**src/rtl/pipe_ctrl_pkg.sv**
```systemverilog
// pipe_ctrl_pkg -- shared constants for the pipeline hazard controller.
//
// The block of `defines at the top is the shared define header. It holds
// the project-wide `XLEN_WIDTH / `TRUE / `FALSE constants together with the
// hazard-controller state encodings, pause-kind codes and the default wait
// limit. The package mirrors these as typed localparams so that RTL can
// import them instead of using raw macros.
//
// Contents:
//   ST_RUN / ST_WAIT_JUMP / ST_WAIT_LOAD  FSM state encodings
//   KIND_JUMP / KIND_LOAD                 id_pause_kind codes
//   MAX_WAIT_DEFAULT                      default wait-state timeout limit
//   ctrl_t                                bundle of the pipeline control strobes
//   waitWidth()                           width of a counter that counts 0..maxWait-1

`ifndef PIPE_CTRL_DEFS_SVH
`define PIPE_CTRL_DEFS_SVH

`ifndef XLEN_WIDTH
`define XLEN_WIDTH 32
`endif

`ifndef TRUE
`define TRUE 1'b1
`endif

`ifndef FALSE
`define FALSE 1'b0
`endif

`define PC_ST_RUN           2'd0
`define PC_ST_WAIT_JUMP     2'd1
`define PC_ST_WAIT_LOAD     2'd2
`define PC_KIND_JUMP        1'b0
`define PC_KIND_LOAD        1'b1
`define PC_MAX_WAIT_DEFAULT 15

`endif

package pipe_ctrl_pkg;

  localparam logic [1:0] ST_RUN       = `PC_ST_RUN;
  localparam logic [1:0] ST_WAIT_JUMP = `PC_ST_WAIT_JUMP;
  localparam logic [1:0] ST_WAIT_LOAD = `PC_ST_WAIT_LOAD;

  localparam logic KIND_JUMP = `PC_KIND_JUMP;
  localparam logic KIND_LOAD = `PC_KIND_LOAD;

  localparam int MAX_WAIT_DEFAULT = `PC_MAX_WAIT_DEFAULT;

  // All pipeline control strobes driven by the controller in one cycle.
  typedef struct packed {
    logic pcHold;
    logic pcLoad;
    logic ifIdHold;
    logic ifIdFlush;
    logic idExFlush;
  } ctrl_t;

  // The wait counter only ever needs to reach maxWait-1, so clog2(maxWait)
  // bits suffice; tiny limits still get one bit.
  function automatic int waitWidth(input int maxWait);
    return (maxWait > 2) ? $clog2(maxWait) : 1;
  endfunction

endpackage

```
**src/rtl/sat_counter.sv**
```systemverilog
// sat_counter -- up-counter that sticks at all-ones instead of wrapping.
//
// Ports:
//   clk    clock, counts on the rising edge
//   rst    asynchronous active-high reset, clears the count
//   inc    add one this cycle (ignored once saturated)
//   clr    synchronous clear, wins over inc
//   value  current count

module sat_counter #(
  parameter int WIDTH = 32
) (
  input  logic             clk,
  input  logic             rst,
  input  logic             inc,
  input  logic             clr,
  output logic [WIDTH-1:0] value
);

  logic [WIDTH-1:0] count_q;
  logic [WIDTH-1:0] count_d;

  // Next count: clear wins, otherwise increment unless already all-ones.
  always_comb begin
    count_d = count_q;
    if (clr) begin
      count_d = '0;
    end else if (inc && (count_q != '1)) begin
      count_d = count_q + 1'b1;
    end
  end

  // Count register with asynchronous clear.
  always_ff @(posedge clk or posedge rst) begin
    if (rst) begin
      count_q <= '0;
    end else begin
      count_q <= count_d;
    end
  end

  assign value = count_q;

endmodule

```
**src/rtl/pipe_ctrl.sv**
```systemverilog
// pipe_ctrl -- pipeline hazard controller for the PC / IF->ID / ID->EX stages.
//
// Decode pauses the front end for an unresolved jump (WAIT_JUMP) or for an
// outstanding load (WAIT_LOAD). A taken redirect from EX always wins and
// reloads the PC. A wait that lasts MAX_WAIT cycles is aborted, and the
// sticky timeout_err flag is set.
//
// Ports:
//   clk, rst                 clock / asynchronous active-high reset
//   id_pause, id_pause_kind  decode pause request and its kind (0 jump, 1 load)
//   ex_resolve, ex_taken     EX resolved a control transfer / it redirects
//   ex_target                redirect address
//   mem_load_done            load data returned this cycle
//   pc_hold, pc_load         freeze PC / load PC with pc_target
//   pc_target                redirect address, 0 unless pc_load
//   if_id_hold, if_id_flush  freeze / bubble the IF->ID register
//   id_ex_flush              bubble the ID->EX register
//   timeout_err              sticky wait-timeout flag
//   stall_cycles             saturating count of cycles with pc_hold or pc_load

module pipe_ctrl
  import pipe_ctrl_pkg::*;
#(
  parameter int MAX_WAIT = MAX_WAIT_DEFAULT,
  parameter int CNT_W    = 32
) (
  input  logic                   clk,
  input  logic                   rst,
  input  logic                   id_pause,
  input  logic                   id_pause_kind,
  input  logic                   ex_resolve,
  input  logic                   ex_taken,
  input  logic [`XLEN_WIDTH-1:0] ex_target,
  input  logic                   mem_load_done,
  output logic                   pc_hold,
  output logic                   pc_load,
  output logic [`XLEN_WIDTH-1:0] pc_target,
  output logic                   if_id_hold,
  output logic                   if_id_flush,
  output logic                   id_ex_flush,
  output logic                   timeout_err,
  output logic [CNT_W-1:0]       stall_cycles
);

  localparam int                WAIT_W    = waitWidth(MAX_WAIT);
  localparam logic [WAIT_W-1:0] WAIT_LAST = WAIT_W'(MAX_WAIT - 1);

  logic [1:0]             state_q;
  logic [1:0]             state_d;
  logic [WAIT_W-1:0]      waitCnt_q;
  logic [WAIT_W-1:0]      waitCnt_d;
  logic                   timeoutErr_q;
  logic                   timeoutErr_d;
  ctrl_t                  ctrl;
  logic [`XLEN_WIDTH-1:0] pcTarget;
  logic                   waitExpired;

  assign waitExpired = (waitCnt_q == WAIT_LAST);

  // Control decode. A taken redirect is checked first so it overrides any
  // pause or load release in the same cycle. A timeout abort drops pc_hold
  // and flushes both stage registers so the front end refetches cleanly.
  always_comb begin
    ctrl         = '0;
    pcTarget     = '0;
    state_d      = state_q;
    timeoutErr_d = timeoutErr_q;
    if (ex_resolve && ex_taken) begin
      ctrl.pcLoad    = 1'b1;
      ctrl.ifIdFlush = 1'b1;
      ctrl.idExFlush = 1'b1;
      pcTarget       = ex_target;
      state_d        = ST_RUN;
    end else begin
      case (state_q)
        ST_RUN: begin
          if (id_pause) begin
            ctrl.pcHold = 1'b1;
            if (id_pause_kind == KIND_JUMP) begin
              ctrl.ifIdFlush = 1'b1;
              state_d        = ST_WAIT_JUMP;
            end else begin
              ctrl.ifIdHold = 1'b1;
              state_d       = ST_WAIT_LOAD;
            end
          end
        end
        ST_WAIT_JUMP: begin
          if (ex_resolve) begin
            state_d = ST_RUN;
          end else if (waitExpired) begin
            ctrl.ifIdFlush = 1'b1;
            ctrl.idExFlush = 1'b1;
            timeoutErr_d   = 1'b1;
            state_d        = ST_RUN;
          end else begin
            ctrl.pcHold    = 1'b1;
            ctrl.ifIdFlush = 1'b1;
          end
        end
        ST_WAIT_LOAD: begin
          if (mem_load_done) begin
            state_d = ST_RUN;
          end else if (waitExpired) begin
            ctrl.ifIdFlush = 1'b1;
            ctrl.idExFlush = 1'b1;
            timeoutErr_d   = 1'b1;
            state_d        = ST_RUN;
          end else begin
            ctrl.pcHold    = 1'b1;
            ctrl.ifIdHold  = 1'b1;
            ctrl.idExFlush = 1'b1;
          end
        end
        default: begin
          state_d = ST_RUN;
        end
      endcase
    end
  end

  // The wait counter only advances while we stay in a wait state. Entering a
  // wait from RUN, leaving a wait, and idling in RUN all clear it.
  always_comb begin
    waitCnt_d = '0;
    if ((state_q != ST_RUN) && (state_d == state_q)) begin
      waitCnt_d = waitCnt_q + 1'b1;
    end
  end

  // State, wait counter and sticky timeout flag.
  always_ff @(posedge clk or posedge rst) begin
    if (rst) begin
      state_q      <= ST_RUN;
      waitCnt_q    <= '0;
      timeoutErr_q <= 1'b0;
    end else begin
      state_q      <= state_d;
      waitCnt_q    <= waitCnt_d;
      timeoutErr_q <= timeoutErr_d;
    end
  end

  sat_counter #(
    .WIDTH (CNT_W)
  ) u_stall_cnt (
    .clk   (clk),
    .rst   (rst),
    .inc   (ctrl.pcHold | ctrl.pcLoad),
    .clr   (1'b0),
    .value (stall_cycles)
  );

  assign pc_hold     = ctrl.pcHold;
  assign pc_load     = ctrl.pcLoad;
  assign pc_target   = pcTarget;
  assign if_id_hold  = ctrl.ifIdHold;
  assign if_id_flush = ctrl.ifIdFlush;
  assign id_ex_flush = ctrl.idExFlush;
  assign timeout_err = timeoutErr_q;

endmodule

```
**config.mk**
```make
export PLATFORM = sky130hd
export DESIGN_NAME = pipe_ctrl
export DESIGN_NICKNAME = d
export VERILOG_FILES = /design/src/rtl/pipe_ctrl_pkg.sv /design/src/rtl/sat_counter.sv /design/src/rtl/pipe_ctrl.sv
export SDC_FILE = /design/constraint.sdc
export NUM_CORES = 1
export LEC_CHECK = 0
export BUFFER_PORTS_ARGS = -buffer_cell sky130_fd_sc_hd__buf_2
export CORE_MARGIN = 4
export CORE_UTILIZATION = 49
export CTS_CLUSTER_DIAMETER = 150
export DETAILED_ROUTE_END_ITERATION = 7
export PLACE_DENSITY_LB_ADDON = 0.12
export SETUP_SLACK_MARGIN = 0.3
export SLEW_MARGIN = 0
export SYNTH_ARGS = -nofsm -noshare
export SYNTH_HDL_FRONTEND = slang
export SYNTH_SLANG_ARGS = --single-unit
```
**constraint.sdc**
```tcl
create_clock -name clk -period 3.44 [get_ports clk]
set_input_delay 0.688 -clock clk [delete_from_list [all_inputs] [get_ports clk]]
set_output_delay 0.688 -clock clk [all_outputs]
set_load 0.01 [all_outputs]
```
# After elaboration in Yosys (flattened, before gate mapping)
# Cells that the tools add are included.
# totals
regBits	39
in_bits	39
output_inout_bits	70
elab_cells	53
# classes
add_sub_neg	2
n_eq_ne	7
mux	31
n_bitwise	2
n_reduce_logical	7
# op_table
op	n
32-bit by 1-bit adder with 32-bit output (second input constant)	1
32-bit 2-to-1 mux	1
32-bit inequality test (second input constant)	1
2-bit 2-to-1 mux	9
1-bit 2-to-1 mux	13
1-bit one-hot mux with 2 select lines	3
1-bit one-hot mux with 3 select lines	2
2-bit one-hot mux with 3 select lines	1
4-bit by 1-bit adder with 4-bit output (second input constant)	1
4-bit == test (second input constant)	1
4-bit 2-to-1 mux	1
2-bit inequality test (second input constant)	2
4-bit AND reduction	1
2-bit nonzero test	2
1-bit logical AND	3
3-bit 2-to-1 mux	1
2-bit by 1-bit == test with 1-bit output (second input constant)	1
2-bit == test	1
2-bit == test (second input constant)	1
2-bit zero test	1
1-bit NOT	1
1-bit bitwise OR	1

# Logic depth before layout (Yosys ltp)
# logic_depth
ltp_word	8
depth_mapped	9
mapped_depth_nobuf	8

# By module
# From an unflattened synthesis, not the netlist that was laid out.
# unflattened
cells_unflattened	282
area_unflattened_um2	2487.4
# modules_own_cells
module	n_inst	cells_each	area_per_inst_um2	seq_area_each_um2
sat_counter	1	186	1740.4	800.8
pipe_ctrl	1	96	747.0	175.2

# Worst setup path before layout
# OpenSTA, ideal clock, no wires.
# synth_timing
path_type	input to register
startpoint	input mem_load_done
endpoint	register u_stall_cnt.count_q[10], in the netlist u_stall_cnt.value[10]
setup_ns	0.130
arrival_time_ns	2.099
t_required_ns	3.310
path_slack_ns	1.211
cell_stages	7
path_buffers	1
path_cell_list	nor2b_1 > o21ai_0 > a22o_2 > a31oi_1 > buf_2 > nand4_1 > xnor2_1
# synth_via
elab_chain_len	5
# synth_rtl
element	line_no	text
from (decl)	pipe_ctrl.sv:34	input logic mem_load_done,
1-bit 2-to-1 mux	pipe_ctrl.sv:102	if (mem_load_done) begin
1-bit one-hot mux with 3 select lines	pipe_ctrl.sv:75	case (state_q)
1-bit 2-to-1 mux	pipe_ctrl.sv:68	if (ex_resolve && ex_taken) begin
1-bit bitwise OR	pipe_ctrl.sv:149	.inc (ctrl.pcHold | ctrl.pcLoad),
1-bit logical AND	sat_counter.sv:28	end else if (inc && (count_q != '1)) begin
to (signal assigned)	sat_counter.sv:38	count_q <= count_d;
to (decl)	sat_counter.sv:20	logic [WIDTH-1:0] count_q;
# No other way between the ends.
# A chain may end at the register's enable or synchronous reset.

# Worst setup path in the final report
# layout_timing
startpoint	input ex_resolve
endpoint	output pc_hold
# layout_via
elab_chain_len	3
elab_cells_between_ends	4
cone_classes	3 x mux; 1 x reduce/logical
# layout_rtl
element	line_no	text
from (decl)	pipe_ctrl.sv:31	input logic ex_resolve,
1-bit 2-to-1 mux	pipe_ctrl.sv:89	if (ex_resolve) begin
1-bit one-hot mux with 3 select lines	pipe_ctrl.sv:75	
1-bit 2-to-1 mux *	pipe_ctrl.sv:68	
to (decl)	pipe_ctrl.sv:35	output logic pc_hold,
# Mark *: on every way between the ends. The rest lies on a longest branch, timed or not.

==> results.toml <==
[cells_and_area]
drive_gt1_share_pct = 39.52
final_common_cell = "buf_2"
finalNetCount = 379
antennaDiodeCount = 0
n_fill_cell = 371
synthToLayoutAreaGrowth_pct = 32.31
layout.cells.non_filler = 386
final_cell_mix = "buf_2 (108), and3_1 (39), dfrtp_1 (39)"

[floorplanning]
initial_core_util_pct = 50.60
die-area_um2 = 5633
placement_rows = 24
chipHeight_um = 75.06
dieWidth_um = 75.06
design.core.area_um2 = 4354
io-pin-count = 109

[sta]
clock.fmax_mhz = 389.4
fin_ws_ns = 0.8718
tightest_slew_ns = 0.8695
finalCriticalPeriod_ns = 2.568
setup_viol = 0
timing.setup.tns_ns = 0
rsz0062_at_grt = "false"
maxSlewViolCount = 0
skew_ns = 0.004660
max_slew_margin_pct = 41.97
hold_violations = 0
post-route-period-util_pct = 74.66

[cts]
cts_max_level = 2
clkSlewWorstSetupHoldPaths_ns = 0.07
post-cts-setup-buffers = 0
ctsHoldBuffers = 0
cts_buffers = 5
cts-resized-gates = 0
numClockSinks = 39
cts_tree = "done"
max-clock-path-buffers = 2
insertion_delay_ns = 0.29
cts_root_buf = "clkbuf_8"

[power]
irDropWorstVdd_uv = 453.9
p_total_mw = 1.296
p_leak_nw = 1.657
power.density_nw_per_um2 = 444.5

[synth]
synth_top_flop_cell = "dfrtp_1"
mappedNetlistArea_um2 = 2203
synth-adder-area-share_pct = 3.975
synth_simple_gate_area_share_pct = 30.72
async_flop_share_pct = 100.0
synth_xor_area_share_pct = 12.32
yosysWarnings = 0
syn-num-nets = 270
synth_top_family_by_area = "simple AND/OR/NAND/NOR gates"
muxShareOfSynthArea_pct = 1.533
synth_compound_area_share_pct = 4.316
synth_seq_cells = 39
syn-instance-count = 224
yosysSeqAreaShare_pct = 44.29
synth-edff-count = 0
synth_cell_types = 32
avgSynthCellArea_um2 = 9.836

[outcome]
status = "completed"

[grt]
grt_usage_pct = 20.38
gr-total-overflow = 0
grt_pass1_vias = 1875
grt_pass1_wl_mm = 8.742
grt_max_degree = 36
grt_antenna_before_repair = 0

[placement]
pre_cts_slack_ns = 0.8525
io_buffer_count = 108
place_congestion = 0.8679
hpwl_mm = 4.299
dp_cells = 378

[drt]
route.met3.wl_um = 516
via_per_inst = 5.342
met1Wirelength_mm = 2.325
drc = 0
drt_wl_total_mm = 5.612
highest_layer = "met4"
via_count = 2062
wl_per_cell_um = 14.54
dr.pass1.iters = 4
first_iter_violations = 111
antenna_left = 0
wl_met2_mm = 2.703

[run]
maxCapViolCount = 0

[setup_path]
slowest_delay_ns = 0.39
critPathArrivalTime_ns = 1.88
critPathMostFrequentCell = "buf_2"
critical_path_class = "primary input to primary output"
cp_slowest_cell = "o21ai_0"
start_kind = "primary input"
critPathTopFamily = "compound AO/OA/AOI/OAI gates"
cp_cell_sequence = "buf_2, nor2b_1, o21ai_0, a21oi_1, buf_2"
crit_path_end_kind = "primary output"
critPathMaxFanout = 35
crit_buf_inv = 2
cp.required_ns = 2.75

[min_path]
hold_class = "register to register"
synth_stat cells, types with 2 or more instances:
cell,count,area (µm²)
nand4_1,13,81.33
a21oi_1,6,30.03
nor2b_1,2,12.51
dfrtp_1,39,975.9
nand2b_1,2,12.51
o21ai_0,5,25.02
nand3_1,15,75.07
and3_1,39,244.0
nor4_1,2,12.51
xnor2_1,28,245.2
clkbuf_1,6,22.52
inv_1,8,30.03
buf_2,2,10.01
nand2_1,19,71.32
xor2_1,3,26.28
ha_1,7,87.58
mux2_2,3,33.78
and3_2,2,15.01
nor2_1,10,37.54
layout make-up:
type                    count  area, µm²  area share, %
clock buffers               6      82.58          2.833
clock inverters             2      35.03          1.202
inverters                   8      30.03          1.030
multi-input cells         169       1171          40.17
flip-flops and latches     39      975.9          33.48
well taps                  52      65.06          2.232
repair buffers            110      555.5          19.06
metrics by stage:
| stage | utilization (%) | area (µm²) | hold slack [ns] |
|---|---|---|---|
| after floorplan | - | 2203 | 0.4530 |
| after global routing | 66.95 | 2915 | 0.5171 |
| after global placement | 64.25 | 2798 | 0.4557 |
| after CTS | 66.95 | 2915 | 0.4761 |
| final | 66.95 | 2915 | 0.4698 |
| after detailed placement | 64.25 | 2798 | 0.4584 |
sequential cells by signal, indices dropped and copies added, names as in the netlist:
| signal | cells |
|---|---|
| u_stall_cnt.value | 32 |
| waitCnt_q | 4 |
| state_q | 2 |
| timeout_err | 1 |
power breakdown:
part	switching (mW)	internal [mW]	total [mW]	leakage, nW
Combinational	0.184	0.140	0.324	1.07
Sequential	0.0672	0.508	0.576	0.529
Clock	0.162	0.235	0.396	0.0612
Total	0.413	0.883	1.30	1.66
routing by layer:
layer	vias up	GRT usage, %
li1	1017	-
met1	969	24.47
met2	70	35.59
met3	6	5.207
met4	0	6.522
met5	-	0
path summary, 6_finish.rpt:
kind	from	endpoint	slack (ns)	cells after the start
max reg2reg	state_q[0]	u_stall_cnt.value[1]	1.06	8
min reg2reg	timeout_err	timeout_err	0.47	1
min in group asynchronous	rst	u_stall_cnt.value[27]	0.57	2
max in group asynchronous	rst	u_stall_cnt.value[7]	2.12	3
min	timeout_err	timeout_err	0.47	1
max	ex_resolve	pc_hold	0.87	5
logic make-up (layout without fill, tap and decap cells):
family,count (synthesis),count (layout)
AND/OR/NAND/NOR,112,112
flip-flops,39,39
multiplexers,3,3
adder cells (fa/ha/maj),7,7
AO/OA/AOI/OAI,16,16
XOR/XNOR,31,31
buffers and inverters,16,126
No activity file was read; power rests on OpenSTA's default activity.
